==> src/rtl/timekeeper_bcd.sv <==
`timescale 1ns/1ps
// Time-of-day core on the board clock: prescaled tick, binary H:M:S, registered
// packed-BCD digits, valid/ready time load, 12/24-hour display and sticky alarm.
module timekeeper_bcd #(
    parameter int unsigned CLK_HZ  = 100000000,
    parameter int unsigned TICK_HZ = 1
) (
    input  logic       clk,
    input  logic       rst,
    input  logic       run,
    input  logic       mode12,
    input  logic       set_valid,
    output logic       set_ready,
    input  logic [4:0] set_h,
    input  logic [5:0] set_m,
    input  logic [5:0] set_s,
    output logic       set_err,
    input  logic       alarm_en,
    input  logic [4:0] alarm_h,
    input  logic [5:0] alarm_m,
    output logic [7:0] hr_bcd,
    output logic [7:0] min_bcd,
    output logic [7:0] sec_bcd,
    output logic       pm,
    output logic       sec_pulse,
    output logic       day_pulse,
    output logic       alarm
);

    localparam int unsigned DIV  = (TICK_HZ == 0) ? 0 : CLK_HZ / TICK_HZ;
    localparam int unsigned REM  = (TICK_HZ == 0) ? 1 : CLK_HZ % TICK_HZ;
    localparam int unsigned CW   = (DIV < 2) ? 1 : $clog2(DIV);
    localparam logic [CW-1:0] LAST = CW'(DIV - 1);

    if (TICK_HZ == 0 || REM != 0 || DIV < 2) begin : g_bad_div
        $error("timekeeper_bcd: CLK_HZ/TICK_HZ must be an integer >= 2");
    end

    typedef enum logic [1:0] {
        ST_INIT,
        ST_READY,
        ST_HOLD
    } hs_state_e;

    hs_state_e state_q, state_d;

    logic [CW-1:0] cnt_q, cnt_d;
    logic [4:0]    hrs_q, hrs_d;
    logic [5:0]    min_q, min_d;
    logic [5:0]    sec_q, sec_d;
    logic          tick_q, tick_d;
    logic          day_q, day_d;
    logic          err_q, err_d;

    logic [7:0]    hr_q, mn_q, sc_q;
    logic          pm_q, sec_pulse_q, day_pulse_q, alarm_q;

    logic          accept;
    logic          tick;
    logic          set_ok;
    logic          alarm_hit;
    logic [5:0]    hr_disp;

    function automatic logic [7:0] to_bcd(input logic [5:0] v);
        return {4'(v / 6'd10), 4'(v % 6'd10)};
    endfunction

    // Load handshake: not ready out of reset, one dead cycle after each acceptance.
    always_ff @(posedge clk or posedge rst) begin
        if (rst) state_q <= ST_INIT;
        else     state_q <= state_d;
    end

    always_comb begin
        state_d   = state_q;
        set_ready = 1'b0;
        case (state_q)
            ST_INIT:  state_d = ST_READY;
            ST_READY: begin
                set_ready = 1'b1;
                if (set_valid) state_d = ST_HOLD;
            end
            ST_HOLD:  state_d = ST_READY;
            default:  state_d = ST_INIT;
        endcase
    end

    assign accept = set_valid && (state_q == ST_READY);
    assign tick   = run && (cnt_q == LAST);
    assign set_ok = (set_h <= 5'd23) && (set_m <= 6'd59) && (set_s <= 6'd59);

    always_comb begin
        cnt_d  = cnt_q;
        hrs_d  = hrs_q;
        min_d  = min_q;
        sec_d  = sec_q;
        tick_d = 1'b0;
        day_d  = 1'b0;
        err_d  = 1'b0;
        if (run) cnt_d = tick ? '0 : cnt_q + 1'b1;
        // An accepted load swallows a coincident tick, legal or not.
        if (accept) begin
            if (set_ok) begin
                hrs_d = set_h;
                min_d = set_m;
                sec_d = set_s;
                cnt_d = '0;
            end else begin
                err_d = 1'b1;
            end
        end else if (tick) begin
            tick_d = 1'b1;
            if (sec_q == 6'd59) begin
                sec_d = '0;
                if (min_q == 6'd59) begin
                    min_d = '0;
                    if (hrs_q == 5'd23) begin
                        hrs_d = '0;
                        day_d = 1'b1;
                    end else begin
                        hrs_d = hrs_q + 5'd1;
                    end
                end else begin
                    min_d = min_q + 6'd1;
                end
            end else begin
                sec_d = sec_q + 6'd1;
            end
        end
    end

    always_ff @(posedge clk or posedge rst) begin
        if (rst) begin
            cnt_q  <= '0;
            hrs_q  <= '0;
            min_q  <= '0;
            sec_q  <= '0;
            tick_q <= 1'b0;
            day_q  <= 1'b0;
            err_q  <= 1'b0;
        end else begin
            cnt_q  <= cnt_d;
            hrs_q  <= hrs_d;
            min_q  <= min_d;
            sec_q  <= sec_d;
            tick_q <= tick_d;
            day_q  <= day_d;
            err_q  <= err_d;
        end
    end

    always_comb begin
        hr_disp = {1'b0, hrs_q};
        if (mode12) begin
            if (hrs_q == 5'd0)      hr_disp = 6'd12;
            else if (hrs_q > 5'd12) hr_disp = {1'b0, hrs_q - 5'd12};
        end
    end

    assign alarm_hit = (alarm_h <= 5'd23) && (alarm_m <= 6'd59) &&
                       (hrs_q == alarm_h) && (min_q == alarm_m) && (sec_q == 6'd0);

    // Output stage trails H:M:S by one cycle; the pulses are delayed to match.
    always_ff @(posedge clk or posedge rst) begin
        if (rst) begin
            hr_q        <= '0;
            mn_q        <= '0;
            sc_q        <= '0;
            pm_q        <= 1'b0;
            sec_pulse_q <= 1'b0;
            day_pulse_q <= 1'b0;
            alarm_q     <= 1'b0;
        end else begin
            hr_q        <= to_bcd(hr_disp);
            mn_q        <= to_bcd(min_q);
            sc_q        <= to_bcd(sec_q);
            pm_q        <= mode12 && (hrs_q >= 5'd12);
            sec_pulse_q <= tick_q;
            day_pulse_q <= day_q;
            if (!alarm_en)                  alarm_q <= 1'b0;
            else if (tick_q && alarm_hit)   alarm_q <= 1'b1;
        end
    end

    assign hr_bcd    = hr_q;
    assign min_bcd   = mn_q;
    assign sec_bcd   = sc_q;
    assign pm        = pm_q;
    assign sec_pulse = sec_pulse_q;
    assign day_pulse = day_pulse_q;
    assign alarm     = alarm_q;
    assign set_err   = err_q;

endmodule
==> config.mk <==
export PLATFORM = sky130hd
export DESIGN_NAME = timekeeper_bcd
export DESIGN_NICKNAME = d
export VERILOG_FILES = /design/src/rtl/timekeeper_bcd.sv
export SDC_FILE = /design/constraint.sdc
export NUM_CORES = 1
export LEC_CHECK = 0
export CAP_MARGIN = 20
export CORE_MARGIN = 2
export CORE_UTILIZATION = 45
export CTS_CLUSTER_DIAMETER = 50
export CTS_CLUSTER_SIZE = 8
export DETAILED_ROUTE_END_ITERATION = 10
export PLACE_DENSITY = 0.71
export SLEW_MARGIN = 10
export SYNTH_ARGS = -nofsm -noshare
export SYNTH_HDL_FRONTEND = slang
export SYNTH_SLANG_ARGS = --single-unit
==> constraint.sdc <==
create_clock -name clk -period 3.2 [get_ports clk]
set_input_delay 0.8 -clock clk [delete_from_list [all_inputs] [get_ports clk]]
set_output_delay 0.8 -clock clk [all_outputs]
set_load 0.01 [all_outputs]
**Word-level counts from Yosys, hierarchy flattened**

Index checks and enable logic that the tools add are counted.

- Output and inout port bits: 30
- Flip-flop bits (word level): 77
- Input bits: 34
- Word-level logic and storage cells: 100

- Divide/modulo/power cells: 6
- Add/subtract/negate cells: 5
- Equality and inequality tests: 11
- Order comparisons: 7
- Muxes and demuxes: 36
- Reductions and logical operators: 20

Operators with widths:

| cell | count |
|---|---|
| two-way mux 27 bit | 4 |
| two-way mux 6 bit | 9 |
| two-way mux 5 bit | 9 |
| adder 27 x 1 -> 27 bit, second input constant | 1 |
| equality test 27 bit, second input constant | 1 |
| divider 6 x 4 -> 6 bit, second input constant | 3 |
| <= comparator 6 bit, second input constant | 3 |
| modulo 6 x 4 -> 6 bit, second input constant | 3 |
| adder 6 x 1 -> 6 bit, second input constant | 2 |
| equality test 6 bit, second input constant | 2 |
| two-way mux 1 bit | 12 |
| <= comparator 5 bit, second input constant | 2 |
| logical AND 1 bit | 10 |
| equality test 6 bit | 1 |
| zero test 6 bit | 1 |
| nonzero test 2 bit | 3 |
| adder 5 x 1 -> 5 bit, second input constant | 1 |
| equality test 5 bit | 1 |
| equality test 5 bit, second input constant | 1 |
| >= comparator 5 x 4 -> 1 bit, second input constant | 1 |
| greater-than comparator 5 x 4 -> 1 bit, second input constant | 1 |
| zero test 5 bit | 1 |
| subtractor 5 x 4 -> 5 bit, second input constant | 1 |
| != test 2 x 1 -> 1 bit, second input constant | 2 |
| 10 further kinds | 10 |

**Longest topological paths before layout**

Gate-level depths: netlist of run 1.

- Word-level depth: 8
- Gate-level depth with buffers: 15
- Depth with buffers taken out: 14

**Worst setup path after synthesis of run 1**

No wires, ideal clock.

- Kind: input-to-reg
- From: input port mode12
- To: register hr_q[3] (netlist: hr_bcd[3])
- Path buffers: 1
- Required time: 3131 ps
- Arrival: 2984 ps
- Setup slack: 147 ps
- Library setup time: 69 ps
- Cell stages on the path: 13
- Cells stage by stage: clkbuf_1 nand4b_1 o21ai_0 a21o_1 ha_1 nand2b_1 o21ai_0 a21oi_1 nor3_1 nor2_1 ha_1 or4_1 nand3_1

- Cells in the longest elaborated chain, start to end: 2

RTL lines:

| what | line | RTL |
|---|---|---|
| start, declared | 11 | `input logic mode12,` |
| two-way mux 5 bit | 154 | `if (mode12) begin` |
| modulo 6 x 4 -> 6 bit | 65 | `return {4'(v / 6'd10), 4'(v % 6'd10)};` |
| end signal, assigned | 174 | `hr_q <= to_bcd(hr_disp);` |
| end, declared | 55 | `logic [7:0] hr_q, mn_q, sc_q;` |

Every way passes these cells.
A chain may end at the register's enable or synchronous reset.

**Final worst setup path of run 1**

- From: input port run
- To: register sec_q[4]

- Cells in the longest elaborated chain, start to end: 3

RTL lines:

| what | line | RTL |
|---|---|---|
| start, declared | 10 | `input logic run,` |
| logical AND 1 bit | 89 | `assign tick = run && (cnt_q == LAST);` |
| nonzero test 2 bit (no source line) | - |  |
| AND reduction 2 bit (no source line) | - |  |
| end signal, assigned | 137 | `sec_q <= '0;` |
| end signal, assigned | 145 | `sec_q <= sec_d;` |
| end, declared | 50 | `logic [5:0] sec_q, sec_d;` |

Every way passes these cells.

==> out/metrics.cfg, run 1 <==
[worst_setup_path]
cp_cell_sequence=clkdlybuf4s50_1 > and3_1 > or3b_4 > or4_4 > buf_4 > o21a_1 > o21ai_0 > o21ai_0
worst-path-max-fanout=12
crit_path_frequent_cell=sky130_fd_sc_hd__o21ai_0
crit_slowest_cell=sky130_fd_sc_hd__or4_4
cp_top_family=simple AND/OR/NAND/NOR gates
worst-endpoint-required_ns=3.39
path_depth=8
path_class=primary input to register
setup.worst_path.end_class=register
startpoint_type=primary input
critical-path-max-stage-delay_ns=0.59
worst_r2r_path_depth=13
worst_ep_arrival_time_ns=3.28
critical_path.n_buffers_inverters=2

[final_layout]
mostFrequentLayoutCells=sky130_fd_sc_hd__dfrtp_1 (71), sky130_fd_sc_hd__clkdlybuf4s50_1 (58), sky130_fd_sc_hd__nor2_1 (56)
final-instance-count-excl-fill=697
area_of_combinational_cells_with_multiple_inputs_um2=2332
post_route_cells_drive_above_1_share_pct=9.331
area_growth_syn_to_layout_pct=25.50
num-nets-final=616
most_common_cell_after_layout_fill_and_taps_aside=sky130_fd_sc_hd__dfrtp_1
final_core_utilization_pct=58.57
n_antenna_cell=0
nFillCells=848
area.sequential_um2=1829

[clock_network]
insertion_delay_ns=0.35
clkTransAtPathRegs_ns=0.08
cts.root.buffer_cell=sky130_fd_sc_hd__clkbuf_8
cts.htree.levels=3
clkSinkCount=73
clock_path_buffers=2
tritoncts=done
cts-buffers-inserted=9

[yosys]
synthesis.area_per_instance_um2=8.897
share_of_flip_flops_with_an_asynchronous_set_or_reset_after_synthesis_pct=100.0
synth_cell_types=54
commonest_register_cell_after_synthesis=sky130_fd_sc_hd__dfrtp_1
synthesized_flop_and_latch_total=73
syn_area_um2=4333
fraction_of_the_yosys_area_taken_by_sequential_cells_pct=42.16
synthesis.yosys.warnings=0
synth_enable_flop_cells=0
syn_inst=487

[routing]
drt_first_iter_violations=332
drt-pass1-iter-count=5
route.detailed.wl_per_inst_um=14.62
wl_um=10190
routed-via-count=3848
drcViolationCount=0
detailed_route_vias_per_instance=5.521
route.antenna.remaining_nets=0

[floorplanning]
die_area_um2=10430
start_util_pct=46.67
fp.coreArea_um2=9284
placementRows=35
die_width_um=102.1
die_h_um=102.1
ios=64

[sta]
fmax_ghz=0.3238
rsz0062_at_grt=false
final.setup_skew_ns=0.01844
fin_crit_ns=3.089
final_hold_viol_count=0
final_max_slew_viol_count=0
tightest_slew_ns=0.6255
fin_crit_sh_pct=96.52
slew-limit-headroom_pct=58.30
setup_violations=0

[global_route]
total_congestion_overflow_after_global_routing=0
overall_routing_resource_usage_pct=20.77
grt_start_max_net_pins=74
grt_antenna_before_repair=0
grt_pass1_vias=3539
grt_first_pass_wirelength_um=17100

[status]
run_status=finished, final reports clean

[place]
detailedPlacementHpwl_um=7426
place.detailed.instances=678
portBuffers=59
place.gp.congestion=0.8824

[hold_path]
hp-class=register to register
hold_depth=0

[pwr]
p_per_area_nw_per_um2=764.7
power_leakage_nw=2.425
p_total_mw=4.158
worst_ir_drop_vdd_mv=0.3443

[job]
max_cap_viol=0

## worst register-to-register path, delay by kind of cell (launching register included)
kind | cells | cell delay, ns
AO/OA/AOI/OAI | 3 | 0.38
buffers and inverters | 1 | 0.09
adder cells (fa/ha/maj) | 3 | 0.68
flip-flops | 1 | 0.49
AND/OR/NAND/NOR | 6 | 1.27
## power by group
part	switching [mW]	internal, mW
clock	0.351	0.428
sequential	0.340	1.16
combinational	0.954	0.924
## Yosys cell counts (4+ instances only)
cell type                  instances  area, um^2
sky130_fd_sc_hd__a21oi_1          20       100.1
sky130_fd_sc_hd__a22o_1            8       70.07
sky130_fd_sc_hd__a22oi_1           4       30.03
sky130_fd_sc_hd__a32oi_1           4       35.03
sky130_fd_sc_hd__and2_1            5       31.28
sky130_fd_sc_hd__and3_1           11       68.82
sky130_fd_sc_hd__and4_1            4       35.03
sky130_fd_sc_hd__buf_4             4       30.03
sky130_fd_sc_hd__clkbuf_1         18       67.56
sky130_fd_sc_hd__dfrtp_1          73        1827
sky130_fd_sc_hd__ha_1             19       237.7
sky130_fd_sc_hd__inv_1            19       71.32
sky130_fd_sc_hd__mux2i_1           6       60.06
sky130_fd_sc_hd__nand2_1          50       187.7
sky130_fd_sc_hd__nand2b_1          9       56.30
sky130_fd_sc_hd__nand3_1          17       85.08
sky130_fd_sc_hd__nand4_1          14       87.58
sky130_fd_sc_hd__nor2_1           56       210.2
sky130_fd_sc_hd__nor2b_1           6       37.54
sky130_fd_sc_hd__nor3_1           12       60.06
sky130_fd_sc_hd__nor3b_1           4       30.03
sky130_fd_sc_hd__o21a_1            7       52.55
sky130_fd_sc_hd__o21ai_0          35       175.2
sky130_fd_sc_hd__xnor2_1          14       122.6
sky130_fd_sc_hd__xor2_1           21       183.9
## what timing repair did
| item | in CTS | in global routing |
|---|---|---|
| buffers inserted | 0 | 3 |
| endpoints found under the setup margin | 0 | 11 |
| hold buffers | 0 | 0 |
| endpoints found under the hold margin | 0 | 0 |
| resized for setup | 0 | 4 |
## metrics by stage
step	hold slack, ns	TNS, ns	setup slack (ns)	cell area (um^2)
after floorplan	0.3312	0	0.1466	4344
after global placement	0.3570	-2.947	-0.2313	5191
after detailed placement	0.3465	-4.465	-0.3451	5191
after CTS	0.3645	0	0.002019	5406
after global routing	0.3732	0	0.04124	5438
final	0.3601	0	0.1115	5438
## area by class of cell
| cell class | instances | share of cell area [%] |
|---|---|---|
| inverters | 19 | 1.312 |
| repair buffers | 87 | 15.23 |
| clock inverters | 3 | 0.8514 |
| flip-flops and latches | 73 | 33.64 |
| multi-input cells | 373 | 42.89 |
| well taps | 129 | 2.968 |
| clock buffers | 13 | 3.106 |
## flip-flops by register name, summed over array words and instances, names as in the netlist
name and flops:
day_q 1, hrs_q 5, min_q 6, hr_bcd 6, sec_pulse 1, sec_q 6
set_err 1, alarm 1, min_bcd 7, sec_bcd 7, cnt_q 27, state_q 2
tick_q 1, pm 1, day_pulse 1
## metal layers
layer  GRT usage [%]  share of wire [%]  up-vias
li1                -                  -     1857
met1           27.98                 45     1849
met2           33.70                 48      123
met3           3.352                5.3       19
met4           8.103                2.1        0
met5               0                  0        -
## final timing paths
| kind | start | slack (ns) | endpoint |
|---|---|---|---|
| worst min register to register | day_q | 0.36 | day_pulse |
| min in group asynchronous | rst | 0.86 | set_err |
| worst min-delay path | day_q | 0.36 | day_pulse |
| worst max register to register | hrs_q[3] | 0.24 | hr_bcd[3] |
| worst max-delay path | run | 0.11 | sec_q[4] |
| max in group asynchronous | rst | 2.01 | hrs_q[3] |
## kinds of logic after synthesis
group	Yosys count	synth area share, %
xor+xnor	35	7.075
compound gates	104	15.65
buf+inv	44	4.360
flops	73	42.16
simple gates	205	23.79
mux	6	1.386
other cells	1	0.08655
fa+ha+maj	19	5.487
No activity file was read; power rests on OpenSTA's default activity.
==> run 2: changes to the inputs <==
--- a/config.mk
+++ b/config.mk
@@ -11,8 +11,9 @@
 export CTS_CLUSTER_DIAMETER = 50
 export CTS_CLUSTER_SIZE = 8
 export DETAILED_ROUTE_END_ITERATION = 10
+export GPL_TIMING_DRIVEN = 0
 export PLACE_DENSITY = 0.71
-export SLEW_MARGIN = 10
+export SLEW_MARGIN = 20
 export SYNTH_ARGS = -nofsm -noshare
 export SYNTH_HDL_FRONTEND = slang
 export SYNTH_SLANG_ARGS = --single-unit
==> run 2 against run 1 <==
Against the previous run: flip-flop and latch count is the same; global-route usage up 0.59 points; setup slack lost 0.026 ns; largest cell class unchanged.
==> out/metrics.cfg, run 2 (synthesis results as in run 1) <==
[sta]
slew-limit-headroom_pct=39.14
final_max_slew_viol_count=0
rsz0062_at_grt=false
fmax_ghz=0.3210
setup_violations=0
final_hold_viol_count=0
fin_crit_sh_pct=97.34
final.setup_skew_ns=0.01222
tightest_slew_ns=0.9059
fin_crit_ns=3.115
timing.setup.tns_ns=0

[routing]
wl_um=10510
drt_first_iter_violations=362
detailed_route_vias_per_instance=5.557
route.antenna.remaining_nets=0
drt-pass1-iter-count=5
drcViolationCount=0
route.detailed.wl_per_inst_um=15.05
routed-via-count=3879

[clock_network]
clkSinkCount=73
cts-buffers-inserted=9
cts.htree.levels=3
clock_path_buffers=2
tritoncts=done
clkTransAtPathRegs_ns=0.08
cts.root.buffer_cell=sky130_fd_sc_hd__clkbuf_8
insertion_delay_ns=0.35
post_cts_hold_buffer_count=0

[global_route]
total_congestion_overflow_after_global_routing=0
grt_start_max_net_pins=46
grt_first_pass_wirelength_um=17550
grt_antenna_before_repair=0
grt_pass1_vias=3651
overall_routing_resource_usage_pct=21.36

[floorplanning]
die_h_um=102.1
start_util_pct=46.67
die_area_um2=10430
ios=64
fp.coreArea_um2=9284
placementRows=35
die_width_um=102.1

[final_layout]
post_route_cells_drive_above_1_share_pct=7.030
nFillCells=828
num-nets-final=618
final_area_um2=5418
top_register=cnt_q
final_core_utilization_pct=58.36
most_common_cell_after_layout_fill_and_taps_aside=sky130_fd_sc_hd__dfrtp_1
area_growth_syn_to_layout_pct=25.04
n_antenna_cell=0
largest_register_ffs=27
mostFrequentLayoutCells=sky130_fd_sc_hd__dfrtp_1 (72), sky130_fd_sc_hd__clkdlybuf4s50_1 (57), sky130_fd_sc_hd__nor2_1 (56)

[place]
place.gp.congestion=1.001
cell_area_placed_um2=5116
detailedPlacementHpwl_um=7577
portBuffers=58

[pwr]
internal_power_mw=2.613
share_of_total_power_in_combinational_logic_pct=47.3
p_per_area_nw_per_um2=790.5
power_switching_share_pct=38.99
power_frac_seq_pct=31.9
total_switching_power_mw=1.670
p_total_mw=4.283
power.clock.fraction_pct=20.8
power_leakage_nw=2.387
worst_ir_drop_vdd_mv=0.3208

[hold_path]
whs_endpoint=day_pulse
hold_start=day_q
hp-class=register to register
hold_depth=0

[worst_setup_path]
path_class=primary input to register
worst_ep_arrival_time_ns=3.36
endpoint_of_the_worst_register_to_register_path=hr_bcd[3]
r2r-start=hrs_q[2]
worst_r2r_path_depth=14
setup.worst_path.end_class=register
startpoint_type=primary input
reg2reg_slack_ns=0.20
worst-path-max-fanout=10
worst-endpoint-required_ns=3.45

[job]
max_cap_viol=0

[status]
run_status=finished, final reports clean

==> run 2: metal layers <==
metal  track usage, %  share of wire (%)  vias to the layer above
met5                0                  0                        -
met4            8.513                2.4                        0
met3            3.352                4.7                       23
met2            33.40                 48                      126
met1            29.84                 45                     1877
li1                 -                  -                     1853
==> run 2: worst max-delay path by stage <==
stage,endpoint,startpoint
6_report,hrs_q[4],run
5_1_grt,cnt_q[16],run
4_1_cts,hr_bcd[3],hrs_q[2]
3_5_place_dp,hrs_q[4],run
3_3_place_gp,hr_bcd[2],rst
2_1_floorplan,hr_bcd[3],mode12
==> run 2: area by class of cell <==
class                           instances  area [um^2]  area share (%)
Buffer                                 25        130.1           2.402
Multi-Input combinational cell        373         2338           43.16
Sequential cell                        73         1828           33.74
Inverter                               19        73.82           1.363
Timing Repair Buffer                   64        644.4           11.89
Clock inverter                          5        103.9           1.917
Clock buffer                           10        137.6           2.540
Tap cell                              129        161.4           2.979
==> run 2: stage by stage <==
step	setup slack [ns]	hold WS, ns	std cells
after global routing	0.01331	0.3860	698
final	0.08519	0.3563	698
after global placement	-0.7068	0.3422	677
after CTS	0.05433	0.3602	693
after floorplan	0.1466	0.3312	490
after detailed placement	-0.4948	0.3379	678
==> run 2: power by group through the flow <==
stage	Sequential, mW	Clock (mW)	Combinational [mW]
after floorplan	1.38	0	1.29
after global placement	1.37	0	1.87
after detailed placement	1.38	0	1.94
after CTS	1.36	0.909	1.96
after global routing	1.39	0.954	2.27
final	1.37	0.890	2.02
==> run 2: critical path, cell delays in order <==
cell                            delay (ns)
sky130_fd_sc_hd__dlygate4sd2_1        0.33
sky130_fd_sc_hd__and3_1               0.24
sky130_fd_sc_hd__or3b_4               0.43
sky130_fd_sc_hd__or4_1                0.53
sky130_fd_sc_hd__buf_2                0.21
sky130_fd_sc_hd__o31ai_4              0.34
sky130_fd_sc_hd__buf_6                0.20
sky130_fd_sc_hd__nand3_1              0.08
sky130_fd_sc_hd__a22o_1               0.20
==> run 2: repair_timing <==
action | in CTS | in global routing
gates resized for setup | 4 | 13
gates cloned | 0 | 0
pin swaps | 0 | 2
setup endpoints to repair | 34 | 3
setup buffers | 0 | 5
